<file path="src/rtl/branch_resolve_bht.sv">
// -----------------------------------------------------------------------------
// branch_resolve_bht
//   Resolves branch/jump direction for the instruction in EX, compares it with
//   the direction predicted at IF and flags mispredictions. Owns a table of
//   2-bit saturating counters (read at IF, trained at EX) and two performance
//   counters.
//
// Ports
//   clk, rst_n        clock (rising edge), asynchronous active-low reset
//   if_pc             fetch PC, indexes the table for if_pred_taken
//   if_pred_taken     predicted direction (MSB of the indexed counter)
//   ex_valid          EX holds a valid instruction
//   ex_pc, ex_instr   PC and instruction word in EX
//   ex_pred_taken     prediction carried down from IF
//   ex_zero/lt/ltu    ALU flags: equal, signed less-than, unsigned less-than
//   bht_clear         synchronous reinitialisation of the table to 01
//   ex_taken          resolved direction
//   ex_mispredict     resolved direction differs from prediction
//   flush_q           registered ex_mispredict
//   illegal_br        branch opcode with reserved funct3 (010/011)
//   perf_branches     count of resolved jumps and legal branches
//   perf_mispredicts  count of mispredictions
// -----------------------------------------------------------------------------
module branch_resolve_bht #(
    parameter int XLEN        = 32,
    parameter int BHT_ENTRIES = 64,
    parameter int INDEX_LSB   = 2,
    parameter int CNT_W       = 32
) (
    input  logic             clk,
    input  logic             rst_n,
    input  logic [XLEN-1:0]  if_pc,
    output logic             if_pred_taken,
    input  logic             ex_valid,
    input  logic [XLEN-1:0]  ex_pc,
    input  logic [31:0]      ex_instr,
    input  logic             ex_pred_taken,
    input  logic             ex_zero,
    input  logic             ex_lt,
    input  logic             ex_ltu,
    input  logic             bht_clear,
    output logic             ex_taken,
    output logic             ex_mispredict,
    output logic             flush_q,
    output logic             illegal_br,
    output logic [CNT_W-1:0] perf_branches,
    output logic [CNT_W-1:0] perf_mispredicts
);

    localparam int         IDX_W     = $clog2(BHT_ENTRIES);
    localparam logic [6:0] OP_JAL    = 7'b1101111;
    localparam logic [6:0] OP_JALR   = 7'b1100111;
    localparam logic [6:0] OP_BRANCH = 7'b1100011;

    logic [1:0]       r_bht [BHT_ENTRIES];
    logic             r_flush;
    logic [CNT_W-1:0] r_perf_br;
    logic [CNT_W-1:0] r_perf_mp;

    logic [6:0]       w_opcode;
    logic [2:0]       w_funct3;
    logic [IDX_W-1:0] w_if_idx;
    logic [IDX_W-1:0] w_ex_idx;
    logic             w_cond;
    logic             w_taken;
    logic             w_mispredict;
    logic             w_illegal;
    logic             w_count;
    logic             w_update;
    logic [1:0]       w_bht_cur;
    logic [1:0]       w_bht_nxt;

    // Only the index bits of the PCs and the opcode/funct3 fields are used.
    logic w_unused_bits;
    assign w_unused_bits = ^{if_pc, ex_pc, ex_instr};

    assign w_opcode = ex_instr[6:0];
    assign w_funct3 = ex_instr[14:12];
    assign w_if_idx = if_pc[INDEX_LSB +: IDX_W];
    assign w_ex_idx = ex_pc[INDEX_LSB +: IDX_W];

    always_comb begin
        w_cond = 1'b0;
        case (w_funct3)
            3'b000:  w_cond = ex_zero;
            3'b001:  w_cond = !ex_zero;
            3'b100:  w_cond = ex_lt;
            3'b101:  w_cond = !ex_lt;
            3'b110:  w_cond = ex_ltu;
            3'b111:  w_cond = !ex_ltu;
            default: w_cond = 1'b0;
        endcase
    end

    always_comb begin
        w_taken      = 1'b0;
        w_mispredict = 1'b0;
        w_illegal    = 1'b0;
        w_count      = 1'b0;
        w_update     = 1'b0;
        if (ex_valid) begin
            if (w_opcode == OP_JAL) begin
                w_taken      = 1'b1;
                w_mispredict = !ex_pred_taken;
                w_count      = 1'b1;
            end else if (w_opcode == OP_JALR) begin
                // Target is unknown at IF, so a JALR always redirects.
                w_taken      = 1'b1;
                w_mispredict = 1'b1;
                w_count      = 1'b1;
            end else if (w_opcode == OP_BRANCH) begin
                if (w_funct3[2:1] == 2'b01) begin
                    w_illegal = 1'b1;
                end else begin
                    w_taken      = w_cond;
                    w_mispredict = (w_cond != ex_pred_taken);
                    w_count      = 1'b1;
                    w_update     = 1'b1;
                end
            end
        end
    end

    assign w_bht_cur = r_bht[w_ex_idx];

    always_comb begin
        w_bht_nxt = w_bht_cur;
        if (w_taken) begin
            if (w_bht_cur != 2'b11) w_bht_nxt = w_bht_cur + 2'b01;
        end else begin
            if (w_bht_cur != 2'b00) w_bht_nxt = w_bht_cur - 2'b01;
        end
    end

    // Clear wins over a same-cycle training update.
    always_ff @(posedge clk or negedge rst_n) begin
        if (!rst_n) begin
            for (int i = 0; i < BHT_ENTRIES; i++) r_bht[i] <= 2'b01;
        end else if (bht_clear) begin
            for (int i = 0; i < BHT_ENTRIES; i++) r_bht[i] <= 2'b01;
        end else if (w_update) begin
            r_bht[w_ex_idx] <= w_bht_nxt;
        end
    end

    always_ff @(posedge clk or negedge rst_n) begin
        if (!rst_n) begin
            r_flush   <= 1'b0;
            r_perf_br <= '0;
            r_perf_mp <= '0;
        end else begin
            r_flush <= w_mispredict;
            if (w_count)      r_perf_br <= r_perf_br + CNT_W'(1);
            if (w_mispredict) r_perf_mp <= r_perf_mp + CNT_W'(1);
        end
    end

    // Read is not bypassed: a same-cycle update is visible only after the edge.
    assign if_pred_taken    = r_bht[w_if_idx][1];
    assign ex_taken         = w_taken;
    assign ex_mispredict    = w_mispredict;
    assign illegal_br       = w_illegal;
    assign flush_q          = r_flush;
    assign perf_branches    = r_perf_br;
    assign perf_mispredicts = r_perf_mp;

endmodule

</file>
<file path="config.mk">
export PLATFORM = sky130hd
export DESIGN_NAME = branch_resolve_bht
export DESIGN_NICKNAME = d
export VERILOG_FILES = /design/src/rtl/branch_resolve_bht.sv
export SDC_FILE = /design/constraint.sdc
export NUM_CORES = 1
export LEC_CHECK = 0
export ABC_CLOCK_PERIOD_IN_PS = 15850
export CAP_MARGIN = 20
export CORE_ASPECT_RATIO = 0.8
export CORE_UTILIZATION = 59
export DETAILED_ROUTE_END_ITERATION = 8
export GPL_TIMING_DRIVEN = 0
export PLACE_DENSITY = 0.87
export SLEW_MARGIN = 15
export SYNTH_ARGS = -nofsm -noshare
export SYNTH_HDL_FRONTEND = slang
export SYNTH_SLANG_ARGS = --single-unit
</file>
<file path="constraint.sdc">
create_clock -name clk -period 15.85 [get_ports clk]
set_clock_uncertainty 0.05 [all_clocks]
set_input_delay 4.755 -clock clk [delete_from_list [all_inputs] [get_ports clk]]
set_output_delay 4.755 -clock clk [all_outputs]
set_load 0.03 [all_outputs]
</file>
Word level (Yosys, flattened, before mapping)

Index checks and enable logic that the tools add are counted.

Input bits: 104
Output and inout port bits: 69
Logic and storage cells: 133
Register bits after elaboration: 193

Mux-type cells: 38
Bitwise gates (word level): 2
Equality and inequality tests: 11
Magnitude comparators: 3
$add $sub $neg: 4
Reduce and logical (&&, ||, !) cells: 8

Operators by type and width:

| operator                | count |
|---|---|
| $mux W128               | 2 |
| $bwmux W128             | 1 |
| $add A32 B1 Y32 const B | 2 |
| $bmux W2 S6             | 2 |
| $mux W1                 | 23 |
| $eq A7 B7 Y1 const B    | 3 |
| $mux W2                 | 8 |
| $ge A7 B7 Y1 const B    | 2 |
| $not A6 Y7              | 2 |
| $demux W2 S6            | 1 |
| $eq A3 B3 Y1 const B    | 4 |
| $lt A7 B1 Y1 const B    | 1 |
| $pmux W1 S6             | 1 |
| $logic_not A1 Y1        | 4 |
| $reduce_bool A2 Y1      | 2 |
| $eq A3 B1 Y1 const B    | 1 |
| $logic_not A3 Y1        | 1 |
| $add A2 B1 Y2 const B   | 1 |
| $eq A2 B1 Y1 const B    | 1 |
| $ne A2 B2 Y1 const B    | 1 |
| $sub A2 B1 Y2 const B   | 1 |
| $logic_and A1 B1 Y1     | 1 |
| $ne A1 B1 Y1            | 1 |

Longest topological paths before layout

Depth after elaboration: 11
Depth in mapped cells: 12
Mapped depth without buffers: 7

Worst setup path after synthesis

No wires, ideal clock.

Kind: input port to output port
Start point: in if_pc[2]
End point: out if_pred_taken
Buffers on the path: 2
Path slack: 4018 ps
Arrival: 7027 ps
Cell stages on the path: 5
Data required time: 11045 ps
Path through: clkbuf_1 > buf_2 > mux4_2 > mux4_2 > mux4_2

Cells in the longest elaborated chain, start to end: 4

Ends and longest elaborated chain:

| element                                    | line | text |
|---|---|---|
| start: declaration                         | 32   | `input logic [XLEN-1:0] if_pc,` |
| $not A6 Y7 (implied by the code)           | 159  | `assign if_pred_taken = r_bht[w_if_idx][1];` |
| $bmux W2 S6                                | 159  |  |
| $mux W2 (implied by the code) (2 in a row) | 159  |  |
| end: declaration                           | 33   | `output logic if_pred_taken,` |

No other way between the ends. The select of a mux whose other input is x is not followed.

Worst setup path in the final report

Ends and elaborated chain as after synthesis.

==> metrics.csv <==
stage,metric,value,unit
clocking,ctsHtreeMaxLevel,4,
route,drt_iter0_drc,1248,
route,wl_per_cell,23.95,um
synthesis,avgSynthCellArea,10.65,sq um
finish,layoutNonFillerInstCount,1359,
run_status,outcome,completed,
clocking,clk_latency,460,ps
setup_path,path_max_fanout,10,
clocking,ctsResizeCount,0,
synthesis,netlist_instances,1005,
setup_path,path_class,input port to output pin,
route,drcViolationCount,0,
timing,setup_tns,0,ps
synthesis,synth_cell_types,61,
finish,nets,1227,
placement,placed_cell_area,11980,sq um
clocking,hold_buffers,0,
timing,finalHoldViolations,0,
clocking,clock_sinks,193,
floorplanning,start_util,61.00,%
grt,grt_pass1_vias,9224,
finish,seqCellArea,4910,sq um
pwr,total_power,1.039,mW
grt,grt_pass1_wl,49.82,mm
placement,io_buffers,94,
pwr,cellPowerDensity,82.51,nW/um^2
grt,grt-ovfl-total,0,
floorplanning,die_h,122.4,um
synthesis,synth_enable_flop_cells,0,
timing,worstMarginPinSlew,1272,ps
finish,fill_cells,1207,
route,avgViaCountPerCell,7.004,
floorplanning,coreArea,17540,sq um
synthesis,synth_adder_area_share,0.4327,%
synthesis,synth-simple-area-share,15.00,%
synthesis,post_synth_xor_area_fraction,5.239,%
grt,grt_max_degree,76,
finish,fin_util,71.79,%
grt,antenna_found_initial,0,
synthesis,synth_top_area_share,30.17,%
synthesis,synth.largest_area_cell,dfrtp_1,
setup_path,cp-start-kind,input port,
timing,rsz0062_at_grt,no,
synthesis,ys_ff_latch,193,
clocking,post_cts_buffers,0,
synthesis,synth.area.mux_share,11.11,%
floorplanning,dieArea,18680,sq um
placement,dp.cells,1326,
route,ant_nets,0,
timing,setup_viol,0,
placement,place_hpwl,22.11,mm
pwr,peakVddDrop,0.07618,mV
finish,diodes,0,
synthesis,async_flop_share,100.0,%
setup_path,crit_required,11050,ps
pwr,p_leak,4.933,nW
clocking,tritoncts,yes,
clocking,cts_max_path_buffers,2,
route,dr.pass1.iters,9,
setup_path,worst_setup_path_end_kind,output pin,
grt,track_usage,35.25,%
timing,finalCritPeriodShare,80.71,%
floorplanning,die_w,152.6,um
timing,drv_slew,0,
timing,relSlewSlack,14.49,%
finish,finalInstanceArea,12590,sq um
clocking,cts-root-buf,clkbuf_16,
job,maxCapViolCount,0,
floorplanning,io_pins,173,
synthesis,synth_top_family_by_area,compound AO/OA/AOI/OAI gates,
route,drt_wl_total,32.55,mm
synthesis,netlist_area,10700,sq um
finish,drive_above_1_share,16.93,%
synthesis,ys_seq_area_share,45.89,%
route,vias,9519,
floorplanning,std_cell_rows,43,
hold_path,hp-class,register to register,
synthesis,synth-compound-area-share,17.75,%
finish,multiInputGateArea,5305,sq um
placement,routabilityCongestion,0.9952,
clocking,cts_inserted_buffers,17,
synthesis,ys_warn_count,0,
synthesis,synthFlopType,dfrtp_1,
setup_path,cp.arrival,7990,ps
synthesis,synth_nets,1111,
finish,area_growth,17.69,%
clocking,clkSlewWorstSetupHoldPaths,70,ps
synthesis,synth.top_cells.by_area,"dfrtp_1 30%, dfstp_2 16%, mux4_2 8.0%",
timing,max_freq,78.17,MHz
timing,fin_crit,12790,ps
[worst paths after layout]
kind / from / slack, ps / cells after the start / to
min in group asynchronous: rst_n / 4150 / 1 / r_bht[115]$_DFFE_PN0P_
max reg2reg: r_bht[57]$_DFFE_PN0P_ / 12890 / 9 / r_bht[86]$_DFFE_PN1P_
max: if_pc[2] / 3060 / 6 / if_pred_taken
min reg2reg: perf_mispredicts[31]$_DFFE_PN0P_ / 420 / 1 / perf_mispredicts[31]$_DFFE_PN0P_
min: perf_mispredicts[31]$_DFFE_PN0P_ / 420 / 1 / perf_mispredicts[31]$_DFFE_PN0P_
max in group asynchronous: rst_n / 10480 / 3 / r_bht[88]$_DFFE_PN1P_
[routing by layer]
metal / up-vias / GRT usage, % / share of wire [%]
li1: 4008 / - / -
met1: 4604 / 46.99 / 39
met2: 734 / 52.59 / 44
met3: 173 / 12.39 / 14
met4: 0 / 15.34 / 4.1
met5: - / 0 / 0
[flip-flops by register name, indices dropped and copies added, names as in the netlist]
| signal | cells |
|---|---|
| flush_q | 1 |
| perf_branches | 32 |
| perf_mispredicts | 32 |
| r_bht | 128 |
[Yosys cell counts (all sizes together), types with 4 or more instances]
cell type  instances
dfrtp            129
nand2             69
a211oi            67
o31ai             65
a31oi             64
dfstp             64
clkbuf            52
o21ai             50
nor2b             46
buf               43
xnor2             43
mux4              39
nand3             36
nor2              34
mux2i             25
and3              24
nand3b            23
xor2              21
nand4             12
nor3              12
inv               10
nand2b             8
nor4               7
and4               5
mux2               5
and2               4
o22ai              4
[metrics by stage]
step / worst slack (ps) / hold slack (ps)
after global routing: 2923 / 435.5
after floorplan: 4018 / 436.0
after CTS: 3058 / 425.1
after detailed placement: 3049 / 415.2
after global placement: 2231 / 408.3
final: 3058 / 424.2
[layout by cell type, fill, tap and decap left out, types with 8 or more instances in the layout]
master,n
nor2_1,34
xor2_1,21
o31ai_1,57
nand4_1,12
clkbuf_16,17
o21ai_0,50
buf_2,22
a31oi_1,64
nand3_1,36
nand2b_1,8
buf_6,8
nor2b_1,46
clkdlybuf4s50_1,93
clkbuf_1,52
nor3_1,11
mux4_2,38
nand2_1,69
a211oi_1,67
xnor2_1,43
mux2i_1,25
dfrtp_1,129
dfstp_2,64
o31ai_2,8
inv_1,10
buf_1,12
and3_1,24
nand3b_1,23
[worst max-delay path, cell delays in order]
cell and delay (ps):
clkbuf_1 550, buf_2 500, mux4_2 570, mux4_2 530, mux4_2 460, clkdlybuf4s50_1 600
[power by group]
part           switching (mW)  internal, mW
logic                  0.0651        0.0313
registers             0.00328         0.495
clock network           0.228         0.216
[cell families after synthesis]
logic type	count (synthesis)
AOI/OAI and AO/OA	273
xor gates and xnor gates	64
adders and majority gates	4
buffers and inverters	106
DFF	193
muxes	69
and+or+nand+nor	296
[final cells by class]
| type | count | share of cell area [%] |
|---|---|---|
| Tap cell | 225 | 2.236 |
| Buffer | 95 | 3.557 |
| Multi-Input combinational cell | 706 | 42.13 |
| Timing Repair Buffer | 97 | 7.989 |
| Sequential cell | 193 | 38.99 |
| Clock inverter | 15 | 1.391 |
| Inverter | 11 | 0.3279 |
| Clock buffer | 17 | 3.378 |
No activity file was read; power rests on OpenSTA's default activity.
